==> src/rtl/wb_register_file_if.sv <==
// Bus between the MEM/WB pipeline register, decode read ports, debug unit
// and the write-back / register-file block.
interface wb_register_file_if #(
  parameter int NBITS  = 32,
  parameter int RNBITS = 5
);
  logic              i_enable;
  logic [NBITS-1:0]  i_PC4;
  logic [NBITS-1:0]  i_ALU;
  logic [NBITS-1:0]  i_DatoMemoria;
  logic [RNBITS-1:0] i_RegistroDestino;
  logic              i_MemToReg;
  logic              i_RegWrite;
  logic              i_Link;
  logic [RNBITS-1:0] i_RegA;
  logic [RNBITS-1:0] i_RegB;
  logic [RNBITS-1:0] i_DebugAddr;
  logic [NBITS-1:0]  o_DatoA;
  logic [NBITS-1:0]  o_DatoB;
  logic [NBITS-1:0]  o_DatoWB;
  logic [NBITS-1:0]  o_DebugDato;
  logic [31:0]       o_WriteCount;

  modport master (
    output i_enable, i_PC4, i_ALU, i_DatoMemoria, i_RegistroDestino,
           i_MemToReg, i_RegWrite, i_Link, i_RegA, i_RegB, i_DebugAddr,
    input  o_DatoA, o_DatoB, o_DatoWB, o_DebugDato, o_WriteCount
  );

  modport slave (
    input  i_enable, i_PC4, i_ALU, i_DatoMemoria, i_RegistroDestino,
           i_MemToReg, i_RegWrite, i_Link, i_RegA, i_RegB, i_DebugAddr,
    output o_DatoA, o_DatoB, o_DatoWB, o_DebugDato, o_WriteCount
  );
endinterface

==> src/rtl/wb_register_file.sv <==
// MIPS write-back stage: selects the write-back value, commits it to the
// 32-entry register file, serves two bypassed read ports and a debug port.
module wb_register_file #(
  parameter int NBITS  = 32,
  parameter int RNBITS = 5
) (
  input logic               i_clk,
  input logic               i_reset,
  wb_register_file_if.slave bus
);
  localparam int DEPTH = 1 << RNBITS;

  logic [NBITS-1:0] regs [DEPTH];
  logic [31:0]      write_count;
  logic [NBITS-1:0] dato_wb;
  logic             we;

  // Link has priority over the load path
  assign dato_wb = bus.i_Link     ? bus.i_PC4 :
                   bus.i_MemToReg ? bus.i_DatoMemoria : bus.i_ALU;

  assign we = bus.i_enable & bus.i_RegWrite &
              (bus.i_RegistroDestino != '0) & ~i_reset;

  function automatic logic [NBITS-1:0] read_port(input logic [RNBITS-1:0] idx,
                                                 input logic              bypass);
    if (idx == '0)
      return '0;
    else if (bypass && we && (idx == bus.i_RegistroDestino))
      return dato_wb;
    else
      return regs[idx];
  endfunction

  always_comb begin
    bus.o_DatoA     = read_port(bus.i_RegA, 1'b1);
    bus.o_DatoB     = read_port(bus.i_RegB, 1'b1);
    bus.o_DebugDato = read_port(bus.i_DebugAddr, 1'b0);
  end

  assign bus.o_DatoWB     = dato_wb;
  assign bus.o_WriteCount = write_count;

  // Commit edge
  always_ff @(posedge i_clk) begin
    if (i_reset) begin
      for (int i = 0; i < DEPTH; i++) regs[i] <= '0;
      write_count <= '0;
    end else if (we) begin
      regs[bus.i_RegistroDestino] <= dato_wb;
      write_count                 <= write_count + 32'd1;
    end
  end
endmodule

==> src/flat_wrapper.sv <==
// flat-port wrapper written by rule: the top's interface ports become plain ports
module wb_register_file_flat 
#(
  parameter int NBITS  = 32,
  parameter int RNBITS = 5
)
  (i_clk, i_reset, bus_i_enable, bus_i_PC4, bus_i_ALU, bus_i_DatoMemoria, bus_i_RegistroDestino, bus_i_MemToReg, bus_i_RegWrite, bus_i_Link, bus_i_RegA, bus_i_RegB, bus_i_DebugAddr, bus_o_DatoA, bus_o_DatoB, bus_o_DatoWB, bus_o_DebugDato, bus_o_WriteCount);
  wb_register_file_if #(.NBITS(NBITS), .RNBITS(RNBITS)) bus_i ();
  input logic i_clk;
  input logic i_reset;
  input wire logic [$bits(bus_i.i_enable)-1:0] bus_i_enable;
  input wire logic [$bits(bus_i.i_PC4)-1:0] bus_i_PC4;
  input wire logic [$bits(bus_i.i_ALU)-1:0] bus_i_ALU;
  input wire logic [$bits(bus_i.i_DatoMemoria)-1:0] bus_i_DatoMemoria;
  input wire logic [$bits(bus_i.i_RegistroDestino)-1:0] bus_i_RegistroDestino;
  input wire logic [$bits(bus_i.i_MemToReg)-1:0] bus_i_MemToReg;
  input wire logic [$bits(bus_i.i_RegWrite)-1:0] bus_i_RegWrite;
  input wire logic [$bits(bus_i.i_Link)-1:0] bus_i_Link;
  input wire logic [$bits(bus_i.i_RegA)-1:0] bus_i_RegA;
  input wire logic [$bits(bus_i.i_RegB)-1:0] bus_i_RegB;
  input wire logic [$bits(bus_i.i_DebugAddr)-1:0] bus_i_DebugAddr;
  output wire logic [$bits(bus_i.o_DatoA)-1:0] bus_o_DatoA;
  output wire logic [$bits(bus_i.o_DatoB)-1:0] bus_o_DatoB;
  output wire logic [$bits(bus_i.o_DatoWB)-1:0] bus_o_DatoWB;
  output wire logic [$bits(bus_i.o_DebugDato)-1:0] bus_o_DebugDato;
  output wire logic [$bits(bus_i.o_WriteCount)-1:0] bus_o_WriteCount;
  assign bus_i.i_enable = bus_i_enable;
  assign bus_i.i_PC4 = bus_i_PC4;
  assign bus_i.i_ALU = bus_i_ALU;
  assign bus_i.i_DatoMemoria = bus_i_DatoMemoria;
  assign bus_i.i_RegistroDestino = bus_i_RegistroDestino;
  assign bus_i.i_MemToReg = bus_i_MemToReg;
  assign bus_i.i_RegWrite = bus_i_RegWrite;
  assign bus_i.i_Link = bus_i_Link;
  assign bus_i.i_RegA = bus_i_RegA;
  assign bus_i.i_RegB = bus_i_RegB;
  assign bus_i.i_DebugAddr = bus_i_DebugAddr;
  assign bus_o_DatoA = bus_i.o_DatoA;
  assign bus_o_DatoB = bus_i.o_DatoB;
  assign bus_o_DatoWB = bus_i.o_DatoWB;
  assign bus_o_DebugDato = bus_i.o_DebugDato;
  assign bus_o_WriteCount = bus_i.o_WriteCount;
  wb_register_file #(.NBITS(NBITS), .RNBITS(RNBITS)) u_core (.i_clk(i_clk), .i_reset(i_reset), .bus(bus_i));
endmodule
==> config.mk <==
export PLATFORM = sky130hd
export DESIGN_NAME = wb_register_file_flat
export DESIGN_NICKNAME = d
export VERILOG_FILES = /design/src/rtl/wb_register_file_if.sv /design/src/rtl/wb_register_file.sv /design/src/flat_wrapper.sv
export SDC_FILE = /design/constraint.sdc
export NUM_CORES = 2
export LEC_CHECK = 0
export ABC_CLOCK_PERIOD_IN_PS = 7500
export CAP_MARGIN = 0
export CORE_ASPECT_RATIO = 1.1
export CORE_UTILIZATION = 57
export DETAILED_ROUTE_END_ITERATION = 10
export DONT_BUFFER_PORTS = 1
export PLACE_DENSITY = 0.72
export RECOVER_POWER = 25
export SLEW_MARGIN = 25
export SYNTH_ARGS = -nofsm -noshare
export SYNTH_HDL_FRONTEND = slang
export SYNTH_SLANG_ARGS = --single-unit
==> constraint.sdc <==
create_clock -name i_clk -period 7.5 [get_ports i_clk]
set_clock_uncertainty 0.2 [all_clocks]
set_input_delay 0.75 -clock i_clk [delete_from_list [all_inputs] [get_ports i_clk]]
set_output_delay 0.75 -clock i_clk [all_outputs]
set_load 0.02 [all_outputs]
==> results.ini <==
[status]
status=finished with violations
violations=max-capacitance violations, max-slew violations

[setup_path]
crit_fanout=33
cp-start-kind=input port
critPathRequiredTime_ns=7.71
path_class=input port to flip-flop
critPathTopFamily=buffers and inverters
critical_path.cell_chain=and3b_1, nand2_1, nor2_1, clkbuf_1, nand2_2, clkbuf_1, nand2_2, buf_4
rr_worst_depth=6
crit_buf_inv=3
timing.critical_path.from=bus_i_RegWrite
crit_slowest_cell=clkbuf_1
rr_startpoint=u_core.bus.o_WriteCount[0]
crit_arrival_ns=6.25
cpPeakStageDelay_ns=2.55
endpoint_kind=flip-flop
path_depth=8

[floorplanning]
dieArea_sq_um=111000
core_sq_um=109000
initial_utilization_pct=57.4
chipWidth_um=318
rows=127
die_h_um=349
io_pins=282

[drt]
wirelength_mm=240
vias=47278
drt-pass1-iter-count=8
drt-vias-per-instance=7.95
ant_nets=0
wl_per_cell_um=40.3
drc=0
drt_iter0_drc=9873

[grt]
grt_start_max_net_pins=324
grt_remaining_overflow=0
grt_pass1_wl_mm=333
grt_use_total_pct=43.0
antenna_found_initial=2
grt_pass1_vias=45274

[power_and_ir_drop]
powerDensity_nw_per_um2=219
ir_drop_mv=0.189
totalPowerFinal_uw=14700
leakagePower_uw=0.0227

[place]
numPortBuffers=0
dp_slack_ns=2.70
place_area_sq_um=63700
place_hpwl_mm=130
place.gp.congestion=0.928

[cts]
cts-resized-gates=0
cts_buffer_depth=3
htreeDepth=3
cts.sinks=1056
clkTransAtPathRegs_ns=0.06
clockRootBuffer=clkbuf_16
cts_tree=yes
clock_latency_ns=0.73
cts_buffers=109

[cells_and_area]
drive_above_1_share_pct=25.3
final_nets=4559
final_common_cell=nor2_1
syn2layout_area_growth_pct=7.48
final_cell_mix=1172 x nor2_1, 1024 x edfxtp_1, 689 x mux4_2
design_area_sq_um=67200
nFillCells=7938

[logic_synthesis]
yosys_warnings=0
synth_seq_cells=1056
yosysSeqAreaShare_pct=50.2
synth_cells=4687
synthFlopType=edfxtp_1
synthArstFlopShare_pct=0
syn_area_sq_um=62500
synth_edf_count=1024
avgSynthCellArea_sq_um=13.3
ys_types=57

[worst_hold_path]
hold_depth=3
hold_class=input port to flip-flop
hp-start=i_reset

[sta]
hold_viol_final=0
layout_setup_ws_ns=1.46
rsz0062_at_grt=false
fin_tns_setup_ns=0
max_slew_margin_pct=-248
min_period_over_period_pct=80.6
setup-violations-final=0
tightest_slew_ns=5.22
min_period_ns=6.04
fmaxAchievable_mhz=166
finalMaxSlewViolations=603

[job]
drv_cap=17

## per-stage QoR
| step | hold WS, ns | util (%) | std cells |
|---|---|---|---|
| floorplan | 0.359 | - | 4718 |
| finish | 0.0463 | 61.7 | 5947 |
| global route | 0.0792 | 61.7 | 5944 |
| detailed placement | 0.409 | 58.5 | 5741 |
| CTS | 0.0254 | 61.8 | 5942 |
| global placement | 0.392 | 58.5 | 5741 |
## routing by layer
metal / part of all wire (%) / global-route usage (%)
met5: 0 / 0
met2: 43 / 61.7
met3: 18 / 16.3
met4: 8.9 / 31.1
met1: 30 / 53.5
## flip-flops by register name (all words and copies together) (netlist names)
name	flops
u_core.regs	1024
u_core.bus.o_WriteCount	32
## cell type report
| type | instances | area, sq um | share of cell area (%) |
|---|---|---|---|
| Sequential cell | 1056 | 31400 | 46.7 |
| Multi-Input combinational cell | 3071 | 29300 | 43.6 |
| Clock buffer | 137 | 2890 | 4.31 |
| Tap cell | 1419 | 1780 | 2.64 |
| Timing Repair Buffer | 127 | 935 | 1.39 |
| Clock inverter | 63 | 586 | 0.872 |
| Inverter | 71 | 267 | 0.397 |
| Antenna cell | 3 | 7.51 | 0.0112 |
## worst min-delay path, delay by kind of cell
| family | cells | cell delay, ns |
|---|---|---|
| AO/OA/AOI/OAI | 1 | 0.08 |
| AND/OR/NAND/NOR | 1 | 0.06 |
| buffers and inverters | 1 | 0.03 |
## synthesized netlist by cell type (all sizes together), types with 3 or more instances
| cell | count | area share, % |
|---|---|---|
| buf | 151 | 1.2 |
| mux4 | 689 | 25 |
| a21oi | 67 | 0.54 |
| nor2 | 1173 | 7.0 |
| mux2 | 85 | 1.5 |
| nor3 | 98 | 0.78 |
| a22oi | 24 | 0.29 |
| or4 | 6 | 0.072 |
| xnor2 | 19 | 0.27 |
| o221ai | 32 | 0.45 |
| and3 | 7 | 0.070 |
| nor3b | 9 | 0.11 |
| a2111oi | 5 | 0.070 |
| or3 | 7 | 0.070 |
| nand4 | 7 | 0.070 |
| a221o | 31 | 0.50 |
| o21ai | 68 | 0.54 |
| xor2 | 13 | 0.18 |
| dfxtp | 32 | 1.0 |
| or2 | 4 | 0.040 |
| o21a | 3 | 0.036 |
| a221oi | 38 | 0.53 |
| inv | 71 | 0.43 |
| nand3 | 11 | 0.088 |
| mux2i | 246 | 3.9 |
| o22ai | 108 | 1.1 |
| a211oi | 48 | 0.58 |
| o31a | 22 | 0.31 |
| nand2 | 121 | 0.73 |
| a311oi | 4 | 0.056 |
| and4 | 6 | 0.084 |
| nor2b | 9 | 0.090 |
| clkbuf | 369 | 2.2 |
| o211ai | 31 | 0.37 |
| nand2b | 6 | 0.060 |
| o22a | 4 | 0.056 |
| o31ai | 6 | 0.072 |
| a22o | 5 | 0.070 |
| edfxtp | 1024 | 49 |
| nor4 | 9 | 0.090 |
## cell families (layout without fill, tap and decap cells)
| family | count (synthesis) | count (layout) | share of synthesized area (%) |
|---|---|---|---|
| flops | 1056 | 1056 | 50.2 |
| fa+ha+maj | 1 | 1 | 0.0200 |
| mux | 1020 | 1020 | 30.3 |
| xor+xnor | 32 | 32 | 0.448 |
| other cells | 1 | 35 | 0.00600 |
| compound gates | 505 | 505 | 5.67 |
| buf+inv | 591 | 398 | 3.82 |
| simple gates | 1481 | 1481 | 9.52 |
## worst paths after layout
kind | endpoint | slack [ns]
max | u_core.regs[10][7] | 1.46
min | u_core.bus.o_WriteCount[27] | 0.05
max reg2reg | u_core.bus.o_WriteCount[26] | 4.60
min reg2reg | u_core.bus.o_WriteCount[22] | 0.42
## where the power goes
group	total [uW]	internal, uW	switching [uW]
logic	2200	939	1260
registers	7010	6780	224
clock network	5480	3040	2440
## repair_timing
item                      in CTS  in global routing
hold buffers                   1                  0
hold endpoints to repair      62                  0
buffers inserted               0                  0
Power figures use the tool's default switching activity.
